[src/rtl/alu_result_serializer_pkg.sv]
// Shared FSM encoding, header byte and counter sizing for the
// ALU result serializer.
package alu_ser_pkg;

    typedef enum logic [1:0] {
        IDLE    = 2'd0,
        SEND    = 2'd1,
        WAIT_HI = 2'd2,
        WAIT_LO = 2'd3
    } ser_state_e;

    localparam logic [7:0] HDR_BYTE = 8'hA5;

    function automatic int cnt_width(input int n);
        return (n > 1) ? $clog2(n) : 1;
    endfunction

endpackage

[src/rtl/alu_result_serializer_valid_edge_detect.sv]
// Registered rising-edge detector; usable for any ALU status flag.
module valid_edge_detect (
    input  logic CLK,
    input  logic RST,
    input  logic sig_i,
    output logic rise_o
);

    logic prev_q;

    always_ff @(posedge CLK or negedge RST) begin
        if (!RST) begin
            prev_q <= 1'b0;
        end else begin
            prev_q <= sig_i;
        end
    end

    assign rise_o = sig_i & ~prev_q;

endmodule

[src/rtl/alu_result_serializer.sv]
// Streams ALU results to the UART TX as bytes, LSB first, with a
// one-entry holding buffer. ALU_SER_HEADER_EN prefixes 8'hA5 per result.
module alu_result_serializer
    import alu_ser_pkg::*;
#(
    parameter int DATA_WIDTH = 16
) (
    input  logic                  CLK,
    input  logic                  RST,
    input  logic [DATA_WIDTH-1:0] ALU_OUT,
    input  logic                  OUT_VALID,
    input  logic                  TX_BUSY,
    input  logic                  CLR_OVR,
    output logic [7:0]            TX_P_DATA,
    output logic                  TX_D_VALID,
    output logic                  SER_BUSY,
    output logic                  OVERRUN
);

    localparam int NUM_BYTES = DATA_WIDTH / 8;
`ifdef ALU_SER_HEADER_EN
    localparam int LAST = NUM_BYTES;
`else
    localparam int LAST = NUM_BYTES - 1;
`endif
    localparam int CW = cnt_width(LAST + 1);

    ser_state_e state_q, state_d;
    logic [DATA_WIDTH-1:0] cur_q, cur_d;
    logic [DATA_WIDTH-1:0] buf_q, buf_d;
    logic full_q, full_d;
    logic [CW-1:0] cnt_q, cnt_d;
    logic [7:0] txd_q, txd_d;
    logic txv_q, txv_d;
    logic busy_q, busy_d;
    logic ovr_q, ovr_d;
    logic cap, last, drain;
    logic [7:0] byte_sel;

    valid_edge_detect u_vld (
        .CLK   (CLK),
        .RST   (RST),
        .sig_i (OUT_VALID),
        .rise_o(cap)
    );

    assign last  = (cnt_q == CW'(LAST));
    assign drain = (state_q == WAIT_LO) && !TX_BUSY && last;

    always_comb begin
        byte_sel = 8'h00;
`ifdef ALU_SER_HEADER_EN
        if (cnt_q == '0) byte_sel = HDR_BYTE;
        for (int i = 0; i < NUM_BYTES; i++)
            if (cnt_q == CW'(i + 1)) byte_sel = cur_q[8*i +: 8];
`else
        for (int i = 0; i < NUM_BYTES; i++)
            if (cnt_q == CW'(i)) byte_sel = cur_q[8*i +: 8];
`endif
    end

    always_ff @(posedge CLK or negedge RST) begin
        if (!RST) state_q <= IDLE;
        else      state_q <= state_d;
    end

    always_comb begin
        state_d = state_q;
        unique case (state_q)
            IDLE:    if (cap) state_d = SEND;
            SEND:    if (!TX_BUSY) state_d = WAIT_HI;
            WAIT_HI: if (TX_BUSY) state_d = WAIT_LO;
            WAIT_LO: begin
                if (!TX_BUSY) begin
                    if (!last || full_q || cap) state_d = SEND;
                    else                        state_d = IDLE;
                end
            end
            default: state_d = IDLE;
        endcase
    end

    always_comb begin
        cur_d  = cur_q;
        buf_d  = buf_q;
        full_d = full_q;
        cnt_d  = cnt_q;
        txd_d  = txd_q;
        txv_d  = 1'b0;
        ovr_d  = ovr_q & ~CLR_OVR;
        unique case (state_q)
            SEND: begin
                if (!TX_BUSY) begin
                    txd_d = byte_sel;
                    txv_d = 1'b1;
                end
            end
            WAIT_LO: begin
                if (!TX_BUSY) begin
                    if (!last) begin
                        cnt_d = cnt_q + CW'(1);
                    end else if (full_q) begin
                        cur_d  = buf_q;
                        buf_d  = '0;
                        full_d = 1'b0;
                        cnt_d  = '0;
                    end
                end
            end
            default: ;
        endcase
        // A capture on the final drain edge behaves as if already idle.
        if (cap) begin
            if (state_q == IDLE || (drain && !full_q)) begin
                cur_d = ALU_OUT;
                cnt_d = '0;
            end else if (!full_d) begin
                buf_d  = ALU_OUT;
                full_d = 1'b1;
            end else begin
                ovr_d = 1'b1;
            end
        end
        busy_d = (state_d != IDLE) | full_d;
    end

    always_ff @(posedge CLK or negedge RST) begin
        if (!RST) begin
            cur_q  <= '0;
            buf_q  <= '0;
            full_q <= 1'b0;
            cnt_q  <= '0;
            txd_q  <= 8'h00;
            txv_q  <= 1'b0;
            busy_q <= 1'b0;
            ovr_q  <= 1'b0;
        end else begin
            cur_q  <= cur_d;
            buf_q  <= buf_d;
            full_q <= full_d;
            cnt_q  <= cnt_d;
            txd_q  <= txd_d;
            txv_q  <= txv_d;
            busy_q <= busy_d;
            ovr_q  <= ovr_d;
        end
    end

    assign TX_P_DATA  = txd_q;
    assign TX_D_VALID = txv_q;
    assign SER_BUSY   = busy_q;
    assign OVERRUN    = ovr_q;

endmodule
[config.mk]
export PLATFORM = sky130hd
export DESIGN_NAME = alu_result_serializer
export DESIGN_NICKNAME = d
export VERILOG_FILES = /design/src/rtl/alu_result_serializer_pkg.sv /design/src/rtl/alu_result_serializer_valid_edge_detect.sv /design/src/rtl/alu_result_serializer.sv
export SDC_FILE = /design/constraint.sdc
export NUM_CORES = 1
export LEC_CHECK = 0
export ABC_AREA = 0
export CAP_MARGIN = 20
export CELL_PAD_IN_SITES_DETAIL_PLACEMENT = 1
export CELL_PAD_IN_SITES_GLOBAL_PLACEMENT = 2
export CORE_MARGIN = 2
export CORE_UTILIZATION = 33
export CTS_CLUSTER_SIZE = 24
export DETAILED_ROUTE_END_ITERATION = 6
export PLACE_DENSITY = 0.73
export SLEW_MARGIN = 10
export SYNTH_ARGS = -nofsm -noshare
export SYNTH_HDL_FRONTEND = slang
export SYNTH_HIERARCHICAL = 1
export SYNTH_SLANG_ARGS = --single-unit
[constraint.sdc]
create_clock -name CLK -period 1.88 [get_ports CLK]
set_input_delay 0.188 -clock CLK [delete_from_list [all_inputs] [get_ports CLK]]
set_output_delay 0.188 -clock CLK [all_outputs]
set_load 0.02 [all_outputs]
==> impl_metrics.py, run 1 <==
metrics = {
    "run": {
        "maxCapViolCount": 0,
    },
    "placed_design": {
        "place_congestion": 0.7927,
        "pre_cts_ws_ns": -0.2021,
        "io_buffers": 31,
        "dp_hpwl_um": 3704,
    },
    "layout": {
        "drive_gt1_frac": 0.2762,
        "area_delta_synth_final_pct": 29.02,
        "nets": 230,
        "fill_cells": 691,
        "n_antenna_cell": 0,
    },
    "clock_tree": {
        "clock_sinks": 48,
        "cts_made_buffers": 5,
        "clk_latency_ns": 0.30,
        "cts_tree": "built",
        "htreeDepth": 2,
        "cts.path.max_buffers": 2,
        "cts_root_buf": "clkbuf_8",
        "clkTransAtPathRegs_ns": 0.09,
        "cts_setup_buffers": 0,
    },
    "worst_setup_path": {
        "critPathCaptureType": "flip-flop",
        "critPathArrivalTime_ns": 1.85,
        "cp_cell_sequence": "clkdlybuf4s50_1 -> and2b_1 -> nand4_4 -> buf_12 -> mux2_2 -> mux2_2",
        "reg2reg_setup_slack_ns": 0.22,
        "cp-start-kind": "input port",
        "cp_slowest_cell": "clkdlybuf4s50_1",
        "crit_type": "in -> reg",
        "path_max_fanout": 12,
        "cpPeakStageDelay_ns": 0.53,
        "r2r_cells": 4,
        "worstPathRequired_ns": 2.07,
        "rr_startpoint": "state_q[1]",
        "rr_endpoint": "buf_q[14]",
        "cp_common_cell": "mux2_2",
        "crit_start": "TX_BUSY",
    },
    "timing": {
        "setup_viol": 0,
        "hold_ws_ns": 0.3457,
        "period_minus_slack_ns": 1.659,
        "fmax_ghz": 0.6028,
        "hold_viol_final": 0,
        "slew_headroom": 0.6529,
        "finalSetupTns_ns": 0,
        "setup_ws_ns": 0.2212,
        "slew_violations": 0,
        "fin_skew_ns": 0.007811,
        "rsz0062_at_grt": "false",
        "tightestPinTransition_ns": 0.5194,
        "finalCritPeriodShare": 0.8824,
    },
    "floorplan": {
        "rows": 30,
        "dieWidth_um": 86.43,
        "die_h_um": 86.43,
        "start_util": 0.3356,
        "ios": 32,
        "fp.dieArea_um2": 7470,
        "coreArea_um2": 6681,
    },
    "synth": {
        "synth_top_flop_cell": "dfrtp_1",
        "synth_xor_area_frac": 0.003906,
        "yosys.area.top_type": "dfrtp_1",
        "syn_area_um2": 2242,
        "synth_mux_area_frac": 0.2299,
        "synth-simple-area-share": 0.07589,
        "synth_cells": 170,
        "synth_area_leaders": "dfrtp_1 (54%), mux2_4 (13%), a22o_1 (6.3%)",
        "netlist.area_leader.share": 0.5357,
        "yosysUniqueCellTypes": 33,
        "async_flop_share": 1.000,
        "synth-seq-cells": 48,
        "synth_enable_flop_cells": 0,
        "synth_fa_ha_area_frac": 0,
        "yosys_warnings": 6,
        "synth_compound_area_frac": 0.1161,
        "synthesis.nets": 191,
        "synth-seq-area-share": 0.5357,
        "synth_top_family_by_area": "multiplexers",
        "syn_avg_cell_area_um2": 13.19,
    },
    "pwr": {
        "leakagePower_nw": 1.365,
        "vdd_drop_max_v": 0.0005866,
        "power_density_nw_per_um2": 1620,
    },
    "route": {
        "viasPerCell": 5.117,
        "ant_nets": 0,
        "drc_errors": 0,
        "wl_per_cell_um": 18.26,
        "drt_iter0_markers": 40,
        "drt-total-wl_um": 5295,
        "via_count": 1484,
        "drtPass1Iterations": 4,
    },
    "outcome": {
        "status": "completed",
    },
    "min_path": {
        "min_path_type": "in -> async",
    },
    "global_route": {
        "grt_pass1_vias": 1721,
        "overflow": 0,
        "antenna_found_initial": 0,
        "track_usage": 0.1538,
        "grt_pass1_wl_um": 8921,
        "grt_max_degree": 19,
    },
}
[sequential cells by signal, indices dropped and copies added (netlist names)]
| register | flops |
|---|---|
| cur_q | 16 |
| TX_D_VALID | 1 |
| cnt_q | 1 |
| state_q | 2 |
| SER_BUSY | 1 |
| full_q | 1 |
| TX_P_DATA | 8 |
| u_vld/prev_q | 1 |
| buf_q | 16 |
| OVERRUN | 1 |
[metal layers]
metal	global-route usage	share of wire	vias to the layer above
met5	0	0	-
met4	0.03267	0.0059	0
met3	0.03524	0.026	4
met2	0.2657	0.52	26
met1	0.1973	0.45	769
li1	-	-	685
[critical path: cells and delay by family]
family	cells	cell delay, ns
AND/OR/NAND/NOR	2	0.37
buffers and inverters	2	0.70
multiplexers	2	0.60
[synthesized netlist by cell type, types with 2 or more instances]
| library cell | n |
|---|---|
| inv_1 | 2 |
| buf_2 | 6 |
| mux2_4 | 20 |
| a22o_1 | 16 |
| buf_6 | 2 |
| a21oi_1 | 12 |
| mux2_2 | 12 |
| o21ai_0 | 2 |
| nor2_1 | 15 |
| nor2b_1 | 2 |
| buf_4 | 2 |
| clkbuf_1 | 2 |
| nand2_1 | 3 |
| mux2i_1 | 8 |
| dfrtp_1 | 48 |
[layout by cell type, fill, tap and decap left out]
| master | n |
|---|---|
| dfrtp_1 | 48 |
| clkdlybuf4s50_1 | 30 |
| mux2_4 | 20 |
| a22o_1 | 16 |
| nor2_1 | 15 |
| mux2_2 | 12 |
| a21oi_1 | 12 |
| buf_4 | 9 |
| mux2i_1 | 8 |
| clkbuf_8 | 5 |
| buf_12 | 4 |
| nand2_1 | 3 |
| bufinv_16 | 3 |
| inv_1 | 2 |
| nor2b_1 | 2 |
| o21ai_0 | 2 |
| and2b_1 | 1 |
| nand4_4 | 1 |
| nand3b_1 | 1 |
| nor3b_1 | 1 |
| o21ai_2 | 1 |
| nand4_1 | 1 |
| and4b_1 | 1 |
| o211ai_1 | 1 |
| a21o_1 | 1 |
| a21boi_4 | 1 |
| xor2_1 | 1 |
| o22a_1 | 1 |
| nand3_1 | 1 |
| o22ai_1 | 1 |
| nand2b_1 | 1 |
| nor3_1 | 1 |
| dlygate4sd3_1 | 1 |
| buf_2 | 1 |
| nor2b_4 | 1 |
[report_power, final]
group          internal [W]  switching [W]
logic               0.00108       0.000827
clock network      0.000665       0.000354
registers           0.00146       0.000293
[cells by family after synthesis]
family	count (synthesis)
simple gates	30
compound gates	36
flops	48
xor+xnor	1
buf+inv	15
mux	40
[repair_timing]
| action | in CTS | in global routing |
|---|---|---|
| endpoints found under the setup margin | 0 | 16 |
| resized for setup | 0 | 1 |
| endpoints found under the hold margin | 16 | 0 |
| hold buffers | 1 | 0 |
[worst max-delay path by stage]
| stage | to | slack (ns) | cells after the start |
|---|---|---|---|
| after floorplan | cur_q[10] | 0.13 | 7 |
| after global placement | buf_q[3] | -0.12 | 5 |
| after detailed placement | buf_q[1] | -0.20 | 5 |
| after CTS | buf_q[14] | 0.03 | 4 |
| after global routing | buf_q[4] | 0.12 | 4 |
| final | cur_q[4] | 0.22 | 6 |
[area by class of cell]
class | count | area, µm² | share of cell area
Sequential cell | 48 | 1201 | 0.4152
Multi-Input combinational cell | 107 | 962.2 | 0.3326
Timing Repair Buffer | 45 | 462.9 | 0.1600
Tap cell | 80 | 100.1 | 0.03460
Clock inverter | 3 | 90.09 | 0.03114
Clock buffer | 5 | 68.82 | 0.02379
Inverter | 2 | 7.507 | 0.002595
[per-stage QoR]
stage,area (µm²),total power [W],utilization,instances
3_5_place_dp,2716,0.003676,0.4066,281
6_report,2893,0.004686,0.4330,290
2_1_floorplan,2242,0.003005,-,170
5_1_grt,2893,0.004977,0.4330,290
3_3_place_gp,2716,0.003578,0.4066,281
4_1_cts,2885,0.004724,0.4318,290
(Power assumes the default switching activity.)
==> inputs of run 2 (changes only) <==
- ABC_CLOCK_PERIOD_IN_PS: default -> 1880
==> results of run 2 <==
The final DEF is identical to that of run 1; final timing and power are the same.
